## src/rtl/pc_bus_pkg.sv

```systemverilog
// Shared types and widths for the PC bus wait-state logic.
package pc_bus_pkg;

    localparam int WAIT_W = 4;
    localparam int TO_W   = 8;

    typedef enum logic [2:0] {
        IDLE,
        ARMED,
        WAIT,
        EXTEND,
        READY,
        DMA
    } state_e;

    // Base wait count for the cycle type presented with the command strobe.
    function automatic logic [WAIT_W-1:0] base_wait(
        input logic              io_i,
        input logic [WAIT_W-1:0] io_w_i,
        input logic [WAIT_W-1:0] mem_w_i
    );
        return io_i ? io_w_i : mem_w_i;
    endfunction

endpackage

```

## src/rtl/pc_wait_counter.sv

```systemverilog
// Base-wait down-counter and iochrdy extension up-counter.
module pc_wait_counter
    import pc_bus_pkg::*;
#(
    parameter int unsigned TIMEOUT = 255
) (
    input  logic              clk_i,
    input  logic              rst_i,
    input  logic              cnt_load_i,
    input  logic [WAIT_W-1:0] cnt_val_i,
    input  logic              cnt_en_i,
    input  logic              to_clr_i,
    input  logic              to_en_i,
    output logic              cnt_last_o,
    output logic              to_term_o
);

    localparam logic [TO_W-1:0] TO_LAST = TO_W'(TIMEOUT - 1);

    logic [WAIT_W-1:0] cnt_q, cnt_d;
    logic [TO_W-1:0]   to_q, to_d;

    assign cnt_last_o = (cnt_q <= WAIT_W'(1));
    assign to_term_o  = (to_q == TO_LAST);

    always_comb begin
        cnt_d = cnt_q;
        if (cnt_load_i) begin
            cnt_d = cnt_val_i;
        end else if (cnt_en_i && cnt_q != '0) begin
            cnt_d = cnt_q - WAIT_W'(1);
        end
    end

    // Terminal compare gates the increment so the counter never wraps.
    always_comb begin
        to_d = to_q;
        if (to_clr_i) begin
            to_d = '0;
        end else if (to_en_i && !to_term_o && to_q != '1) begin
            to_d = to_q + TO_W'(1);
        end
    end

    always_ff @(posedge clk_i or posedge rst_i) begin
        if (rst_i) begin
            cnt_q <= '0;
            to_q  <= '0;
        end else begin
            cnt_q <= cnt_d;
            to_q  <= to_d;
        end
    end

endmodule

```

## src/rtl/pc_wait_state_gen.sv

```systemverilog
// Wait-state generator driving rdy1/aen1 into the 8284A ready logic.
module pc_wait_state_gen
    import pc_bus_pkg::*;
#(
    parameter int unsigned IO_WAIT  = 1,
    parameter int unsigned MEM_WAIT = 0,
    parameter int unsigned TIMEOUT  = 255
) (
    input  logic clk,
    input  logic reset,
    input  logic ale,
    input  logic io_cycle,
    input  logic cmd_active,
    input  logic iochrdy,
    input  logic dma_hold,
    output logic rdy1,
    output logic aen1,
    output logic timeout
);

    localparam logic [WAIT_W-1:0] IO_W  = WAIT_W'(IO_WAIT);
    localparam logic [WAIT_W-1:0] MEM_W = WAIT_W'(MEM_WAIT);

    state_e state_q, state_d;
    logic   rdy1_q, rdy1_d;
    logic   aen1_q, aen1_d;
    logic   timeout_q, timeout_d;

    logic              cnt_load, cnt_en, to_clr, to_en;
    logic              cnt_last, to_term;
    logic [WAIT_W-1:0] w;

    pc_wait_counter #(
        .TIMEOUT (TIMEOUT)
    ) u_cnt (
        .clk_i      (clk),
        .rst_i      (reset),
        .cnt_load_i (cnt_load),
        .cnt_val_i  (w),
        .cnt_en_i   (cnt_en),
        .to_clr_i   (to_clr),
        .to_en_i    (to_en),
        .cnt_last_o (cnt_last),
        .to_term_o  (to_term)
    );

    always_comb begin
        state_d   = state_q;
        rdy1_d    = rdy1_q;
        aen1_d    = aen1_q;
        timeout_d = 1'b0;
        cnt_load  = 1'b0;
        cnt_en    = 1'b0;
        to_clr    = 1'b0;
        to_en     = 1'b0;
        w         = base_wait(io_cycle, IO_W, MEM_W);

        unique case (state_q)
            IDLE: begin
                if (dma_hold) begin
                    state_d = DMA;
                    aen1_d  = 1'b1;
                end else if (ale) begin
                    state_d = ARMED;
                end
            end
            ARMED: begin
                if (cmd_active) begin
                    if (w == '0 && iochrdy) begin
                        state_d = READY;
                    end else begin
                        state_d  = WAIT;
                        cnt_load = 1'b1;
                        rdy1_d   = 1'b0;
                    end
                end
            end
            WAIT: begin
                if (!cnt_last) begin
                    cnt_en = 1'b1;
                end else if (iochrdy) begin
                    state_d = READY;
                    rdy1_d  = 1'b1;
                end else begin
                    state_d = EXTEND;
                    to_clr  = 1'b1;
                end
            end
            // A card releasing iochrdy wins over a coincident timeout.
            EXTEND: begin
                if (iochrdy) begin
                    state_d = READY;
                    rdy1_d  = 1'b1;
                end else if (to_term) begin
                    state_d   = READY;
                    rdy1_d    = 1'b1;
                    timeout_d = 1'b1;
                end else begin
                    to_en = 1'b1;
                end
            end
            READY: begin
                if (!cmd_active) begin
                    state_d = IDLE;
                end
            end
            DMA: begin
                if (!dma_hold) begin
                    state_d = IDLE;
                    aen1_d  = 1'b0;
                end
            end
            default: begin
                state_d = IDLE;
                rdy1_d  = 1'b1;
                aen1_d  = 1'b0;
            end
        endcase
    end

    always_ff @(posedge clk or posedge reset) begin
        if (reset) begin
            state_q   <= IDLE;
            rdy1_q    <= 1'b1;
            aen1_q    <= 1'b0;
            timeout_q <= 1'b0;
        end else begin
            state_q   <= state_d;
            rdy1_q    <= rdy1_d;
            aen1_q    <= aen1_d;
            timeout_q <= timeout_d;
        end
    end

    assign rdy1    = rdy1_q;
    assign aen1    = aen1_q;
    assign timeout = timeout_q;

endmodule

```

## config.mk

```make
export PLATFORM = sky130hd
export DESIGN_NAME = pc_wait_state_gen
export DESIGN_NICKNAME = d
export VERILOG_FILES = /design/src/rtl/pc_bus_pkg.sv /design/src/rtl/pc_wait_counter.sv /design/src/rtl/pc_wait_state_gen.sv
export SDC_FILE = /design/constraint.sdc
export NUM_CORES = 1
export LEC_CHECK = 0
export BUFFER_PORTS_ARGS = -buffer_cell sky130_fd_sc_hd__buf_2
export CAP_MARGIN = 10
export CORE_ASPECT_RATIO = 1.1
export CORE_MARGIN = 2
export CORE_UTILIZATION = 40
export CTS_CLUSTER_SIZE = 20
export DETAILED_ROUTE_END_ITERATION = 8
export GPL_ROUTABILITY_DRIVEN = 0
export MAX_ROUTING_LAYER = met4
export PLACE_DENSITY = 0.56
export REMOVE_ABC_BUFFERS = 1
export SYNTH_ARGS = -nofsm -noshare
export SYNTH_HDL_FRONTEND = slang
export SYNTH_SLANG_ARGS = --single-unit
```

## constraint.sdc

```tcl
create_clock -name clk -period 2.5 [get_ports clk]
set_input_delay 0.125 -clock clk [delete_from_list [all_inputs] [get_ports clk]]
set_output_delay 0.125 -clock clk [all_outputs]
set_load 0.02 [all_outputs]
```

==> flow_metrics.env, run 1 <==
export IMPL_status="complete, no violations"
export IMPL_slew_violations=0
export IMPL_worst_slew_pin_slew_ns=0.696
export IMPL_synth_area_leaders="dfrtp_1, ha_1, nor2_1"
export IMPL_skew_ns=0.00379
export IMPL_cp_start_kind="flop"
export IMPL_yosysSeqAreaShare=0.385
export IMPL_clk_pin_slew_ns=0.12
export IMPL_period_share=0.755
export IMPL_utilization=0.464
export IMPL_critPathSlowestCell="or4_1"
export IMPL_r2r_start="u_cnt.to_q[0]"
export IMPL_first_iter_violations=37
export IMPL_max_freq_mhz=529
export IMPL_antenna_left=0
export IMPL_postCtsSetupRepairBufs=0
export IMPL_rsz0062_at_grt="false"
export IMPL_clockRootBuffer="clkbuf_4"
export IMPL_gr_total_overflow=0
export IMPL_path_cells="inv_1 -> ha_1 -> o21ai_0 -> o31ai_4 -> or4_1 -> a21oi_1"
export IMPL_routed_wl_um=2270
export IMPL_cap_violations=0
export IMPL_syn_area_um2=1170
export IMPL_critical_path_top_delay_family="compound AO/OA/AOI/OAI gates"
export IMPL_die_w_um=55.6
export IMPL_cts_resized_gates=0
export IMPL_whs_path_depth=2
export IMPL_synth_simple_area_share=0.276
export IMPL_synthDistinctLibCells=46
export IMPL_htree_levels=1
export IMPL_syn_to_final_growth_pct=9.93
export IMPL_ff2ff_setup_slack_ns=0.61
export IMPL_synth_top_area_cell="dfrtp_1"
export IMPL_dr_pass1_iters=4
export IMPL_synth_compound_area_frac=0.179
export IMPL_io_buffers=9
export IMPL_die_h_um=60.8
export IMPL_drc_errors=0
export IMPL_synth_top_family_by_area="simple AND/OR/NAND/NOR gates"
export IMPL_ys_warn_count=0
export IMPL_initial_utilization=0.422
export IMPL_grt_pass1_vias=857
export IMPL_cts_sinks=18
export IMPL_vias=940
export IMPL_avgRoutedWirePerCell_um=13.5
export IMPL_synth_top_flop_cell="dfrtp_1"
export IMPL_grt_max_degree=19
export IMPL_synth_fa_ha_area_frac=0.0534
export IMPL_max_stage_delay_ns=0.52
export IMPL_power_leakage_nw=0.558
export IMPL_relSlewSlack=0.536
export IMPL_pin_count=10
export IMPL_hold_viol=0
export IMPL_clk_latency_ns=0.30
export IMPL_min_from="io_cycle"
export IMPL_synth_cells=125
export IMPL_cts_buffers=3
export IMPL_crit_arrival_ns=2.13
export IMPL_diodes=0
export IMPL_ys_ff_latch=18
export IMPL_cts_hold_buffers=1
export IMPL_endpoint_kind="flop"
export IMPL_cts_tree="yes"
export IMPL_reg2reg_depth=6
export IMPL_r2r_end="u_cnt.to_q[5]"
export IMPL_grtUsageTotal=0.155
export IMPL_synth_top_cell_area_share=0.363
export IMPL_dp_hpwl_um=1650
export IMPL_grt_antenna_before_repair=0
export IMPL_synth_mux_area_frac=0.0277
export IMPL_cp_num_cells=6
export IMPL_ys_async_sr_fraction=1.00
export IMPL_ctsLongestPathBuffers=2
export IMPL_syn_avg_cell_area_um2=9.38
export IMPL_ir_drop_mv=0.528
export IMPL_crit_fanout=10
export IMPL_required_ns=2.74
export IMPL_min_period_ns=1.89
export IMPL_worstPathBufferInverterCount=1
export IMPL_tns_ns=0
export IMPL_avgViaCountPerCell=5.56
export IMPL_layout_drive_gt1_share=0.176
export IMPL_nNetsFinal=149
export IMPL_rows=20
export IMPL_hold_path_class="in -> reg"
export IMPL_powerDensity_nw_per_um2=966
export IMPL_synth_edf_count=0
export IMPL_synth_most_common_cell="dfrtp_1"
export IMPL_setup_viol=0
export IMPL_synth_xor_area_frac=0.0224
export IMPL_ys_top_cells_by_count="dfrtp_1, nor2_1, inv_1"
export IMPL_fp_coreArea_um2=2780
export IMPL_grt_pass1_wl_um=3940
export IMPL_die_area_um2=3380
export IMPL_whs_endpoint="u_cnt.cnt_q[0]"
export IMPL_critPathKind="reg -> reg"
-- logic make-up (layout without fill, tap and decap cells) --
group | count (synthesis) | count (layout)
compound gates | 30 | 30
flops | 18 | 18
mux | 3 | 3
fa+ha+maj | 5 | 5
buf+inv | 15 | 26
simple gates | 51 | 51
xor+xnor | 3 | 3
-- power breakdown --
part / internal [mW] / leakage (nW) / switching, mW
combinational: 0.259 / 0.304 / 0.286
clock: 0.0888 / 0.0210 / 0.103
sequential: 0.387 / 0.232 / 0.122
total: 0.734 / 0.558 / 0.511
-- area by class of cell --
type | instances | area [um^2]
fillers | 276 | 1490
multi-input cells | 92 | 656
flip-flops and latches | 18 | 452
repair buffers | 11 | 62.6
inverters | 11 | 41.3
well taps | 33 | 41.3
clock buffers | 4 | 36.3
-- how the worst max path moves through the flow --
stage | start | endpoint | slack (ns)
5_1_grt | u_cnt.to_q[0] | u_cnt.to_q[5] | 0.47
2_1_floorplan | u_cnt.to_q[0] | u_cnt.to_q[5] | 0.75
6_report | u_cnt.to_q[0] | u_cnt.to_q[5] | 0.61
4_1_cts | u_cnt.to_q[0] | u_cnt.to_q[5] | 0.61
3_3_place_gp | u_cnt.to_q[0] | u_cnt.to_q[5] | 0.67
3_5_place_dp | u_cnt.to_q[0] | u_cnt.to_q[5] | 0.65
-- registers in the layout, indices dropped and copies added (netlist names) --
register and cells:
aen1 1, rdy1 1, state_q 3, timeout 1, u_cnt.cnt_q 4, u_cnt.to_q 8
-- layout by cell type (no fill, tap or decap), types with 3 or more instances in the layout --
cell type,Yosys,layout
dfrtp_1,17,17
nor2_1,12,12
inv_1,11,11
buf_2,1,9
o21ai_0,6,6
a21oi_1,6,6
ha_1,5,5
or3_1,4,4
nand2_1,4,4
nand4_1,3,3
nand3_1,3,3
o31ai_1,3,3
or4_1,3,3
nor3_1,3,3
clkbuf_4,0,3
-- routing by layer --
layer	up-vias	global-route usage	routed length, um
li1	478	-	-
met1	450	0.201	1140
met2	8	0.241	1070
met3	4	0.0192	37
met4	0	0.0801	26
met5	-	-	0
-- stage by stage --
stage | total power, mW | hold slack (ns) | setup slack [ns] | area (um^2) | std cells
finish | 1.24 | 0.0668 | 0.611 | 1290 | 169
global route | 1.36 | 0.0630 | 0.471 | 1290 | 169
CTS | 1.25 | 0.0619 | 0.615 | 1290 | 169
detailed placement | 1.06 | 0.281 | 0.648 | 1240 | 164
global placement | 1.04 | 0.272 | 0.670 | 1240 | 164
floorplan | 0.925 | 0.0628 | 0.751 | 1150 | 121
(Power assumes the default switching activity.)
==> run 2, diff against run 1 <==
--- a/config.mk
+++ b/config.mk
@@ -5,6 +5,7 @@
 export SDC_FILE = /design/constraint.sdc
 export NUM_CORES = 1
 export LEC_CHECK = 0
+export ABC_AREA = 1
 export BUFFER_PORTS_ARGS = -buffer_cell sky130_fd_sc_hd__buf_2
 export CAP_MARGIN = 10
 export CORE_ASPECT_RATIO = 1.1
==> constraint.sdc (replaced) <==
create_clock -name clk -period 1.8 [get_ports clk]
set_input_delay 0.09 -clock clk [delete_from_list [all_inputs] [get_ports clk]]
set_output_delay 0.09 -clock clk [all_outputs]
set_load 0.02 [all_outputs]
==> run 2 against run 1 <==
  * Worst hold slack worse by 0.0063 ns
  * Critical path type unchanged
  * Clock skew is 0.00059 ns higher
  * Critical endpoint is now state_q[0]
  * Wire length is 7.3% higher
  * Sequential share of layout area is 2.2 points lower
  * Global-route usage is 1.0 points higher
==> flow_metrics.env, run 2 <==
export IMPL_final_cells=224
export IMPL_top_register="u_cnt.to_q"
export IMPL_period_share=0.852
export IMPL_diodes=0
export IMPL_tns_ns=0
export IMPL_initial_utilization=0.417
export IMPL_htree_levels=1
export IMPL_syn_area_um2=1260
export IMPL_rsz0062_at_grt="false"
export IMPL_syn_avg_cell_area_um2=7.12
export IMPL_synth_top_area_cell="dfrtp_1"
export IMPL_grt_antenna_before_repair=0
export IMPL_avgViaCountPerCell=4.87
export IMPL_max_freq_mhz=652
export IMPL_critPathSlowestCell="dfrtp_1"
export IMPL_crit_fanout=4
export IMPL_worstPathBufferInverterCount=2
export IMPL_crit_top_cell="nand2_1"
export IMPL_worst_slew_pin_slew_ns=0.737
export IMPL_synth_cells=177
export IMPL_dr_pass1_iters=4
export IMPL_vias=1090
export IMPL_io_buffers=9
export IMPL_drc_errors=0
export IMPL_p_comb_frac=0.468
export IMPL_synthDistinctLibCells=27
export IMPL_gr_total_overflow=0
export IMPL_layout_commonest_cell="nand2_1"
export IMPL_clockRootBuffer="clkbuf_4"
export IMPL_syn_to_final_growth_pct=9.24
export IMPL_routed_wl_um=2440
export IMPL_p_int_mw=0.886
export IMPL_power_switching_mw=0.772
export IMPL_yosysSeqAreaShare=0.358
export IMPL_cts_sinks=18
export IMPL_power_leakage_nw=0.748
export IMPL_ys_ff_latch=18
export IMPL_ff2ff_setup_slack_ns=0.27
export IMPL_die_w_um=57.5
export IMPL_cts_tree="yes"
export IMPL_largest_reg_flops=8
export IMPL_first_iter_violations=27
export IMPL_synth_top_flop_cell="dfrtp_1"
export IMPL_post_place_ws_ns=0.267
export IMPL_ys_top_cells_by_count="nand2_1, nand3_1, inv_1"
export IMPL_finish_instance_area_um2=1380
export IMPL_dp_hpwl_um=1900
export IMPL_path_cells="inv_1 -> ha_1 -> inv_1 -> nand2_1 -> nand2_1 -> nand2_2 -> nand2_1 -> nor2_2 -> nand2_1 -> nand2_1 -> nand2_1"
export IMPL_nNetsFinal=203
export IMPL_die_h_um=62.9
export IMPL_endpoint_kind="flop"
export IMPL_ir_drop_mv=0.555
export IMPL_critPathKind="reg -> reg"
export IMPL_setup_ws_ns=0.267
export IMPL_rows=21
export IMPL_avgRoutedWirePerCell_um=10.9
export IMPL_min_period_ns=1.53
export IMPL_dp_cells=219
export IMPL_ctsLongestPathBuffers=2
export IMPL_fp_coreArea_um2=3020
export IMPL_pin_count=10
export IMPL_cts_buffers=3
export IMPL_cap_violations=0
export IMPL_cp_start_kind="flop"
export IMPL_clk_pin_slew_ns=0.11
export IMPL_utilization=0.455
export IMPL_required_ns=2.00
export IMPL_grt_pass1_vias=1093
export IMPL_relSlewSlack=0.508
export IMPL_skew_ns=0.00437
export IMPL_synth_edf_count=0
export IMPL_power_frac_clock=0.129
export IMPL_place_area_um2=1340
export IMPL_hold_viol=0
export IMPL_most_common_layout_cells="nand2_1, nand3_1, inv_1"
export IMPL_synth_area_leaders="dfrtp_1, nand2_1, nand3_1"
export IMPL_grt_pass1_wl_um=4580
export IMPL_crit_arrival_ns=1.73
export IMPL_synth_most_common_cell="nand2_1"
export IMPL_grt_max_degree=19
export IMPL_seqPwrFrac=0.403
export IMPL_clk_latency_ns=0.29
export IMPL_switching_share=0.466
export IMPL_postCtsSetupRepairBufs=0
export IMPL_ys_warn_count=0
export IMPL_synth_top_cell_area_share=0.338
export IMPL_setup_viol=0
export IMPL_critical_path_top_delay_family="simple AND/OR/NAND/NOR gates"
export IMPL_grtUsageTotal=0.166
export IMPL_status="complete, no violations"
export IMPL_reg_top3="u_cnt.to_q (8), u_cnt.cnt_q (4), state_q (3)"
export IMPL_slew_violations=0
export IMPL_antenna_left=0
export IMPL_max_stage_delay_ns=0.42
export IMPL_cts_resized_gates=0
export IMPL_layout_drive_gt1_share=0.158
export IMPL_die_area_um2=3620
export IMPL_powerDensity_nw_per_um2=1210
export IMPL_hold_path_class="in -> reg"
export IMPL_ys_async_sr_fraction=1.00
## run 2: repair_timing
action / 4_1_cts / 5_1_grt
endpoints found under the setup margin: 0 / 0
hold endpoints to repair: 17 / 0
hold buffers: 1 / 0
## run 2: final timing paths
kind,from,endpoint,depth (start not counted)
max in group asynchronous,reset,u_cnt.to_q[3],3
min reg2reg,rdy1,rdy1,2
min in group asynchronous,reset,u_cnt.to_q[6],3
min,io_cycle,u_cnt.cnt_q[0],3
max,u_cnt.cnt_q[0],state_q[0],11
max reg2reg,u_cnt.cnt_q[0],state_q[0],11
## run 2: layout make-up
class	count	area, um^2
fill	327	1650
timing repair buffer	10	55.1
inverter	22	82.6
clock buffer	4	26.3
tap	34	42.5
multi-input combinational	136	718
sequential	18	452
## run 2: power groups by stage
| stage | combinational, mW | clock (mW) | sequential, mW |
|---|---|---|---|
| 2_1_floorplan | 0.611 | 0 | 0.674 |
| 3_3_place_gp | 0.767 | 0 | 0.669 |
| 3_5_place_dp | 0.782 | 0 | 0.675 |
| 4_1_cts | 0.785 | 0.227 | 0.667 |
| 5_1_grt | 0.922 | 0.244 | 0.691 |
| 6_report | 0.776 | 0.215 | 0.668 |
## run 2: logic make-up (layout without fill, tap and decap cells)
family / after synthesis / after routing / synth area share
DFF: 18 / 18 / 0.358
xor gates and xnor gates: 5 / 5 / 0.0348
and+or+nand+nor: 118 / 118 / 0.450
adders and majority gates: 5 / 5 / 0.0497
AOI/OAI and AO/OA: 8 / 8 / 0.0357
buffers and inverters: 23 / 36 / 0.0715
## run 2: worst min-delay path, delay by kind of cell
family,cells,cell delay (ns)
buffers and inverters,2,0.14
AO/OA/AOI/OAI,1,0.07
## run 2: stage by stage
step                      hold slack, ns  power (mW)
after floorplan                   0.0278        1.29
after global placement             0.240        1.44
after detailed placement           0.255        1.46
after CTS                         0.0503        1.68
after global routing              0.0930        1.86
final                             0.0606        1.66
## run 2: routing by layer
| layer | vias up | global-route usage | wire (um) |
|---|---|---|---|
| li1 | 582 | - | - |
| met1 | 499 | 0.198 | 1140 |
| met2 | 7 | 0.283 | 1230 |
| met3 | 2 | 0.0186 | 43 |
| met4 | 0 | 0.0610 | 23 |
| met5 | - | - | 0 |
